<file path="src/rtl/fetch_sequencer_if.sv">
// Fetch-side bus of the sequencer: memory busy inputs, redirect request, and PC/strobe/status outputs.
// The master modport is the sequencer itself; the slave modport is the core/memory environment.
interface fetch_sequencer_if #(
  parameter int ADDR_WIDTH = 32
);
  logic                  IMEM_BUSYWAIT;
  logic                  DMEM_BUSYWAIT;
  logic                  REDIRECT;
  logic [ADDR_WIDTH-1:0] REDIRECT_TARGET;
  logic [ADDR_WIDTH-1:0] PC_OUT;
  logic                  IMEM_READ;
  logic                  FETCH_VALID;
  logic                  STALL;
  logic                  MISALIGN_ERR;
  logic                  TIMEOUT_ERR;
  logic [31:0]           RETIRED_COUNT;
  logic [31:0]           STALL_COUNT;

  modport master (
    input  IMEM_BUSYWAIT, DMEM_BUSYWAIT, REDIRECT, REDIRECT_TARGET,
    output PC_OUT, IMEM_READ, FETCH_VALID, STALL, MISALIGN_ERR, TIMEOUT_ERR,
           RETIRED_COUNT, STALL_COUNT
  );

  modport slave (
    output IMEM_BUSYWAIT, DMEM_BUSYWAIT, REDIRECT, REDIRECT_TARGET,
    input  PC_OUT, IMEM_READ, FETCH_VALID, STALL, MISALIGN_ERR, TIMEOUT_ERR,
           RETIRED_COUNT, STALL_COUNT
  );
endinterface

</file>
<file path="src/rtl/fetch_sequencer.sv">
// PC owner for the single-issue core: stall gating, deferred redirects, alignment and timeout flags.
// Define FETCH_PERF_CNT_EN to build the retired/stall performance counters (tied to 0 otherwise).
module fetch_sequencer #(
  parameter int                    ADDR_WIDTH    = 32,
  parameter logic [ADDR_WIDTH-1:0] RESET_VECTOR  = '0,
  parameter int unsigned           STALL_TIMEOUT = 255
) (
  input  logic                 CLK,
  input  logic                 RESET,
  fetch_sequencer_if.master    bus
);

  typedef enum logic [1:0] {
    BOOT  = 2'd0,
    FETCH = 2'd1,
    HOLD  = 2'd2
  } state_e;

  localparam logic [15:0] TIMEOUT_LIMIT = 16'(STALL_TIMEOUT);

  state_e                state_q, state_d;
  logic                  busy;
  logic                  imem_read, fetch_valid, stall;
  logic [ADDR_WIDTH-1:0] pc_q;
  logic                  pend_q;
  logic [ADDR_WIDTH-1:0] pend_target_q;
  logic                  misalign_q;
  logic                  timeout_q;
  logic [15:0]           stall_run_q;
  logic                  take_target;
  logic [ADDR_WIDTH-1:0] target_sel;

  assign busy = bus.IMEM_BUSYWAIT | bus.DMEM_BUSYWAIT;

  // NOTE: sequential state uses non-blocking assignments so every flop samples pre-edge values.
  always_ff @(posedge CLK or posedge RESET) begin
    if (RESET) state_q <= BOOT;
    else       state_q <= state_d;
  end

  always_comb begin
    // NOTE: default first so no path through the case leaves state_d unassigned (no latch).
    state_d = state_q;
    case (state_q)
      BOOT:        state_d = FETCH;
      FETCH, HOLD: state_d = busy ? HOLD : FETCH;
      default:     state_d = BOOT;
    endcase
  end

  always_comb begin
    imem_read   = 1'b0;
    fetch_valid = 1'b0;
    stall       = 1'b0;
    case (state_q)
      FETCH, HOLD: begin
        imem_read   = 1'b1;
        fetch_valid = ~busy;
        stall       = busy;
      end
      default: ;
    endcase
  end

  // A redirect captured during a stall outranks one arriving in the accept cycle.
  assign take_target = pend_q | bus.REDIRECT;
  assign target_sel  = pend_q ? pend_target_q : bus.REDIRECT_TARGET;

  // NOTE: the pending-target register is reset along with its valid bit so no stale address is observable.
  always_ff @(posedge CLK or posedge RESET) begin
    if (RESET) begin
      pc_q          <= RESET_VECTOR;
      pend_q        <= 1'b0;
      pend_target_q <= '0;
      misalign_q    <= 1'b0;
    end else if (fetch_valid) begin
      pend_q <= 1'b0;
      if (take_target) begin
        pc_q <= {target_sel[ADDR_WIDTH-1:2], 2'b00};
        if (target_sel[1:0] != 2'b00) misalign_q <= 1'b1;
      end else begin
        pc_q <= pc_q + ADDR_WIDTH'(4);
      end
    end else if (stall && bus.REDIRECT) begin
      pend_q        <= 1'b1;
      pend_target_q <= bus.REDIRECT_TARGET;
    end
  end

  // The flag sets on the edge that completes the STALL_TIMEOUT-th consecutive stall cycle.
  always_ff @(posedge CLK or posedge RESET) begin
    if (RESET) begin
      stall_run_q <= '0;
      timeout_q   <= 1'b0;
    end else if (stall) begin
      stall_run_q <= stall_run_q + 16'd1;
      if (stall_run_q + 16'd1 == TIMEOUT_LIMIT) timeout_q <= 1'b1;
    end else begin
      stall_run_q <= '0;
    end
  end

`ifdef FETCH_PERF_CNT_EN
  logic [31:0] retired_cnt_q, stall_cnt_q;

  always_ff @(posedge CLK or posedge RESET) begin
    if (RESET) begin
      retired_cnt_q <= '0;
      stall_cnt_q   <= '0;
    end else begin
      if (fetch_valid) retired_cnt_q <= retired_cnt_q + 32'd1;
      if (stall)       stall_cnt_q   <= stall_cnt_q + 32'd1;
    end
  end

  assign bus.RETIRED_COUNT = retired_cnt_q;
  assign bus.STALL_COUNT   = stall_cnt_q;
`else
  assign bus.RETIRED_COUNT = 32'd0;
  assign bus.STALL_COUNT   = 32'd0;
`endif

  assign bus.PC_OUT       = pc_q;
  assign bus.IMEM_READ    = imem_read;
  assign bus.FETCH_VALID  = fetch_valid;
  assign bus.STALL        = stall;
  assign bus.MISALIGN_ERR = misalign_q;
  assign bus.TIMEOUT_ERR  = timeout_q;

endmodule

</file>
<file path="src/flat_wrapper.sv">
// flat-port wrapper written by rule: the top's interface ports become plain ports
module fetch_sequencer_flat 
#(
  parameter int                    ADDR_WIDTH    = 32,
  parameter logic [ADDR_WIDTH-1:0] RESET_VECTOR  = '0,
  parameter int unsigned           STALL_TIMEOUT = 255
)
  (CLK, RESET, bus_IMEM_BUSYWAIT, bus_DMEM_BUSYWAIT, bus_REDIRECT, bus_REDIRECT_TARGET, bus_PC_OUT, bus_IMEM_READ, bus_FETCH_VALID, bus_STALL, bus_MISALIGN_ERR, bus_TIMEOUT_ERR, bus_RETIRED_COUNT, bus_STALL_COUNT);
  fetch_sequencer_if #(.ADDR_WIDTH(ADDR_WIDTH)) bus_i ();
  input  logic CLK;
  input  logic RESET;
  input wire logic [$bits(bus_i.IMEM_BUSYWAIT)-1:0] bus_IMEM_BUSYWAIT;
  input wire logic [$bits(bus_i.DMEM_BUSYWAIT)-1:0] bus_DMEM_BUSYWAIT;
  input wire logic [$bits(bus_i.REDIRECT)-1:0] bus_REDIRECT;
  input wire logic [$bits(bus_i.REDIRECT_TARGET)-1:0] bus_REDIRECT_TARGET;
  output wire logic [$bits(bus_i.PC_OUT)-1:0] bus_PC_OUT;
  output wire logic [$bits(bus_i.IMEM_READ)-1:0] bus_IMEM_READ;
  output wire logic [$bits(bus_i.FETCH_VALID)-1:0] bus_FETCH_VALID;
  output wire logic [$bits(bus_i.STALL)-1:0] bus_STALL;
  output wire logic [$bits(bus_i.MISALIGN_ERR)-1:0] bus_MISALIGN_ERR;
  output wire logic [$bits(bus_i.TIMEOUT_ERR)-1:0] bus_TIMEOUT_ERR;
  output wire logic [$bits(bus_i.RETIRED_COUNT)-1:0] bus_RETIRED_COUNT;
  output wire logic [$bits(bus_i.STALL_COUNT)-1:0] bus_STALL_COUNT;
  assign bus_i.IMEM_BUSYWAIT = bus_IMEM_BUSYWAIT;
  assign bus_i.DMEM_BUSYWAIT = bus_DMEM_BUSYWAIT;
  assign bus_i.REDIRECT = bus_REDIRECT;
  assign bus_i.REDIRECT_TARGET = bus_REDIRECT_TARGET;
  assign bus_PC_OUT = bus_i.PC_OUT;
  assign bus_IMEM_READ = bus_i.IMEM_READ;
  assign bus_FETCH_VALID = bus_i.FETCH_VALID;
  assign bus_STALL = bus_i.STALL;
  assign bus_MISALIGN_ERR = bus_i.MISALIGN_ERR;
  assign bus_TIMEOUT_ERR = bus_i.TIMEOUT_ERR;
  assign bus_RETIRED_COUNT = bus_i.RETIRED_COUNT;
  assign bus_STALL_COUNT = bus_i.STALL_COUNT;
  fetch_sequencer #(.ADDR_WIDTH(ADDR_WIDTH), .RESET_VECTOR(RESET_VECTOR), .STALL_TIMEOUT(STALL_TIMEOUT)) u_core (.CLK(CLK), .RESET(RESET), .bus(bus_i));
endmodule
</file>
<file path="config.mk">
export PLATFORM = sky130hd
export DESIGN_NAME = fetch_sequencer_flat
export DESIGN_NICKNAME = d
export VERILOG_FILES = /design/src/rtl/fetch_sequencer_if.sv /design/src/rtl/fetch_sequencer.sv /design/src/flat_wrapper.sv
export SDC_FILE = /design/constraint.sdc
export NUM_CORES = 1
export LEC_CHECK = 0
export BUFFER_PORTS_ARGS = -buffer_cell sky130_fd_sc_hd__buf_2
export CORE_MARGIN = 10
export CORE_UTILIZATION = 30
export CTS_BUF_LIST = sky130_fd_sc_hd__clkbuf_8
export DETAILED_ROUTE_END_ITERATION = 6
export PLACE_DENSITY = 0.52
export SYNTH_ARGS = -nofsm -noshare
export SYNTH_HDL_FRONTEND = slang
export SYNTH_SLANG_ARGS = --single-unit
</file>
<file path="constraint.sdc">
create_clock -name CLK -period 4.9 [get_ports CLK]
set_input_delay 0.98 -clock CLK [delete_from_list [all_inputs] [get_ports CLK]]
set_output_delay 0.98 -clock CLK [all_outputs]
set_load 0.03 [all_outputs]
</file>
# Word-level counts from Yosys, hierarchy flattened
# Cells that the tools add are included.
# classes
add_sub_neg	2
multipliers	0
n_div	0
magnitude_cmp	0
eq_ne	3
shifts	0
muxes	10
bitwise	4
reduce_logical	8
# op_table
operator	n
$mux W32	2
$add A32 B3 Y32 const B	1
$add A16 B1 Y16 const B	1
$eq A16 B8 Y1 const B	1
$mux W16	1
$mux W1	5
$pmux W2 S2	1
$reduce_and A2 Y1	2
$reduce_bool A2 Y1	2
$reduce_and A3 Y1	1
$eq A2 B1 Y1 const B	1
$eq A2 B2 Y1 const B	1
$logic_not A2 Y1	1
$mux W2	1
$not A1 Y1	2
$or A1 B1 Y1	2
$reduce_or A2 Y1	1
$logic_and A1 B1 Y1	1
# word_totals
ff_bits	85
latchBits	0
ramBits	0
romBits	0
in_bits	37
output_inout_bits	101
wordCells	34
n_memories	0

# Depth between registers and ports, before layout
# depth
ltp_word	6
depth_mapped	9
depth_no_buf	7

# Worst setup path after synthesis
# OpenSTA, ideal clock, no wires.
# synth_timing
path_kind	in2out
startpoint	input bus_DMEM_BUSYWAIT
endpoint	output bus_FETCH_VALID
arrival_ns	1.840
required_time_ns	3.920
slack_ns	2.080
cell_stages	4
n_path_buf	1
path_cell_list	nor2_1 nand2_1 clkinv_1 clkbuf_1
# synth_via
elab_chain_len	3
# synth_lines
element	line	text
start: declaration	flat_wrapper.sv:13	input wire logic [$bits(bus_i.DMEM_BUSYWAIT)-1:0] bus_DMEM_BUSYWAIT;
$or A1 B1 Y1	fetch_sequencer.sv:33	assign busy = bus.IMEM_BUSYWAIT | bus.DMEM_BUSYWAIT;
$not A1 Y1	fetch_sequencer.sv:58	fetch_valid = ~busy;
$mux W1	fetch_sequencer.sv:55	case (state_q)
end: declaration	flat_wrapper.sv:18	output wire logic [$bits(bus_i.FETCH_VALID)-1:0] bus_FETCH_VALID;
# No other way between the ends.

# Final worst setup path
# layout_timing
startpoint	input bus_DMEM_BUSYWAIT
endpoint	output bus_STALL
# layout_via
elab_chain_len	2
# layout_lines
element	line	text
$or A1 B1 Y1	fetch_sequencer.sv:33	
$mux W1	fetch_sequencer.sv:55	
end: declaration	flat_wrapper.sv:19	output wire logic [$bits(bus_i.STALL)-1:0] bus_STALL;
# No other way between the ends.

==> qor.txt <==
outcome = completed
pre-CTS setup slack = 2190 ps
share of the yosys chip area belonging to registers = 42.1%
Placed Area = 5250 sq um
total grt overflow = 0
critical path's slowest cell = buf_4
GRT met3 Usage = 5.34%
CP Class = in2out
drt first pass iters = 5
worst setup margin = 2190 ps
max cap viols = 0
met2 Use GR = 18.8%
largest stage delay on the critical path = 240 ps
nets = 640
Final Critical Period = 2710 ps
fin util = 34.1%
fin area = 5460 sq um
vias in the first global route = 3966
TritonCTS Buffers = 9
Post-CTS Resized = 0
global-route wire length before repair = 21600 microns
largest net degree at the start of global routing = 45
EDFF count, synth = 0
WP buf/inv = 4
Inst Count DP = 803
VDD IR-drop max = 0.155 mV
mapped cell area = 4930 sq um
Vias = 3995
Leak Pwr = 2.45 nW
Syn Area/Cell = 9.14 sq um
cell family with most CP delay = buffers and inverters
Clock Pin Slew Worst Setup and Hold Paths = 80 ps
Initial Util = 30.8%
actual slew at the worst max-slew pin = 737 ps
final hold vios = 0
post-CTS setup buffer count = 0
Detailed Place HPWL = 9810 microns
hold slack = 459 ps
CTS tree = built
Cell Rows = 46
WL final = 13400 microns
CP arrival = 1730 ps
Die Span Y = 148 microns
hold_buf cts = 0
share of layout cells above drive strength 1 = 20.8%
DRC Markers = 0
Layout area overhead = 10.8%
CP endpoint kind = output pin
GRT met1 Usage = 14.6%
crit start category = primary input
GPL Wtd Cong = 0.817
Seq cells post-synth = 83
# H-tree levels = 3
final std cells w/o fill = 819
post-synth cell types = 51
max_slew headroom = 50.9%
final setup fails = 0
Die Wd = 148 microns
later-pin clock latency in the skew report = 350 ps
Async SR Flop Fraction = 100%
die area = 22000 sq um
Ys Warns = 0
initial antenna violation count = 1
fillers = 1708
detailed router's first-iteration violation count = 331
Crit path required time = 3920 ps
port bufs = 71
total track usage = 12.1%
Ports = 138
fin. max-slew vios = 0
fmax = 0.369 GHz
highest fanout seen on the critical path = 18
Final ANT Viol Nets = 0
Tot Pwr = 3.21 mW
Hold WC Path Type = reg2reg
Clock Tree Buf Depth = 2
drt wl/cell = 16.4 microns
CTS root buffer = clkbuf_8
DR vias/cell = 4.88
most used routing layer = met2
setup TNS = 0 ps
PD cells = 588 nW/um^2
clk sink count = 83
Max Clock Skew = 10.0 ps
Tcrit/Tclk final = 55.2%
crit path cell chain = buf_2 > o21ai_1 > buf_4 > inv_1 > buf_2
critical path's most frequent cell = buf_2
RSZ-0062 raised after global routing = false
post-synthesis cell count = 539
Core Area = 16000 sq um
top_reg_cell synth = dfrtp_1
==> area by class of cell <==
type	instances	area, sq um	share of cell area, %
antenna	1	2.50	0.0458
clock buffer	10	138	2.52
clock inverter	5	71.3	1.31
inverter	18	68.8	1.26
multi-input combinational	407	2420	44.3
sequential	83	2080	38.0
tap	216	270	4.95
timing repair buffer	79	415	7.61
==> layer usage <==
| layer | part of all wire [%] | up-vias | wire length (microns) |
|---|---|---|---|
| li1 | - | 1899 | - |
| met4 | 1.6 | 0 | 218 |
| met1 | 43 | 1925 | 5830 |
| met2 | 46 | 153 | 6110 |
| met5 | 0 | - | 0 |
| met3 | 9.4 | 18 | 1260 |
==> where the power goes <==
group          internal (mW)  total [mW]  switching (mW)
logic                  0.514        1.44           0.922
registers              0.963        1.24           0.272
clock network          0.293       0.539           0.246
total                   1.77        3.21            1.44
==> kinds of logic (layout without fill, tap and decap cells) <==
kind of cell / Yosys count / in the layout / share of synthesized area [%]
muxes: 33 / 33 / 7.39
DFF: 83 / 83 / 42.1
buffers and inverters: 114 / 112 / 13.8
and+or+nand+nor: 159 / 159 / 15.7
other: 1 / 67 / 0.0761
adders and majority gates: 5 / 5 / 1.27
xor gates and xnor gates: 16 / 16 / 2.84
AOI/OAI and AO/OA: 128 / 128 / 16.8
==> worst paths after layout <==
check / slack [ps] / depth (start not counted) / end / startpoint
setup reg to reg: 2590 / 5 / u_core.bus.PC_OUT[29] / u_core.bus.PC_OUT[8]
max in group asynchronous: 3160 / 3 / u_core.state_q[1] / RESET
hold / removal: 460 / 1 / u_core.bus.MISALIGN_ERR / u_core.bus.MISALIGN_ERR
min in group asynchronous: 710 / 2 / u_core.bus.PC_OUT[25] / RESET
setup / recovery: 2190 / 5 / bus_STALL / bus_DMEM_BUSYWAIT
hold reg to reg: 460 / 1 / u_core.bus.MISALIGN_ERR / u_core.bus.MISALIGN_ERR
==> sequential cells by signal (all words and copies together), names as in the netlist <==
signal	cells
u_core.pend_target_q	32
u_core.bus.PC_OUT	30
u_core.pend_q	1
u_core.bus.TIMEOUT_ERR	1
u_core.state_q	2
u_core.bus.MISALIGN_ERR	1
u_core.stall_run_q	16
==> cells in the mapped netlist (3+ instances only) <==
cell | instances | area, sq um
nor2_1 | 47 | 176
dfrtp_1 | 83 | 2080
or2_2 | 3 | 18.8
xor2_1 | 7 | 61.3
and3_1 | 4 | 25.0
o22a_1 | 4 | 35.0
o211ai_1 | 3 | 22.5
nand4_1 | 8 | 50.1
a222oi_1 | 5 | 50.1
a22oi_1 | 8 | 60.1
nor4_1 | 7 | 43.8
buf_2 | 3 | 15.0
and4_1 | 6 | 52.6
o2bb2ai_1 | 6 | 52.6
a31oi_1 | 5 | 31.3
nand2_1 | 45 | 169
nand3_1 | 20 | 100
inv_1 | 16 | 60.1
buf_1 | 5 | 18.8
a21oi_1 | 34 | 170
a22o_1 | 4 | 35.0
nor3_1 | 10 | 50.1
o31ai_1 | 6 | 45.0
o21ai_0 | 34 | 170
a211o_1 | 3 | 26.3
mux2_2 | 27 | 304
xnor2_1 | 9 | 78.8
ha_1 | 5 | 62.6
buf_4 | 66 | 495
clkbuf_1 | 22 | 82.6
o41ai_1 | 3 | 26.3
mux2i_1 | 6 | 60.1
==> cell usage in the layout (no fill, tap or decap), types with 10 or more instances in the layout <==
cell / Yosys / final
a21oi_1: 34 / 34
nand2_1: 45 / 45
clkbuf_8: 0 / 10
o21ai_0: 34 / 34
conb_1: 1 / 66
nor3_1: 10 / 10
nor2_1: 47 / 47
buf_2: 3 / 71
mux2_2: 27 / 27
nand3_1: 20 / 20
dfrtp_1: 83 / 83
inv_1: 16 / 18
Power figures use the tool's default switching activity.
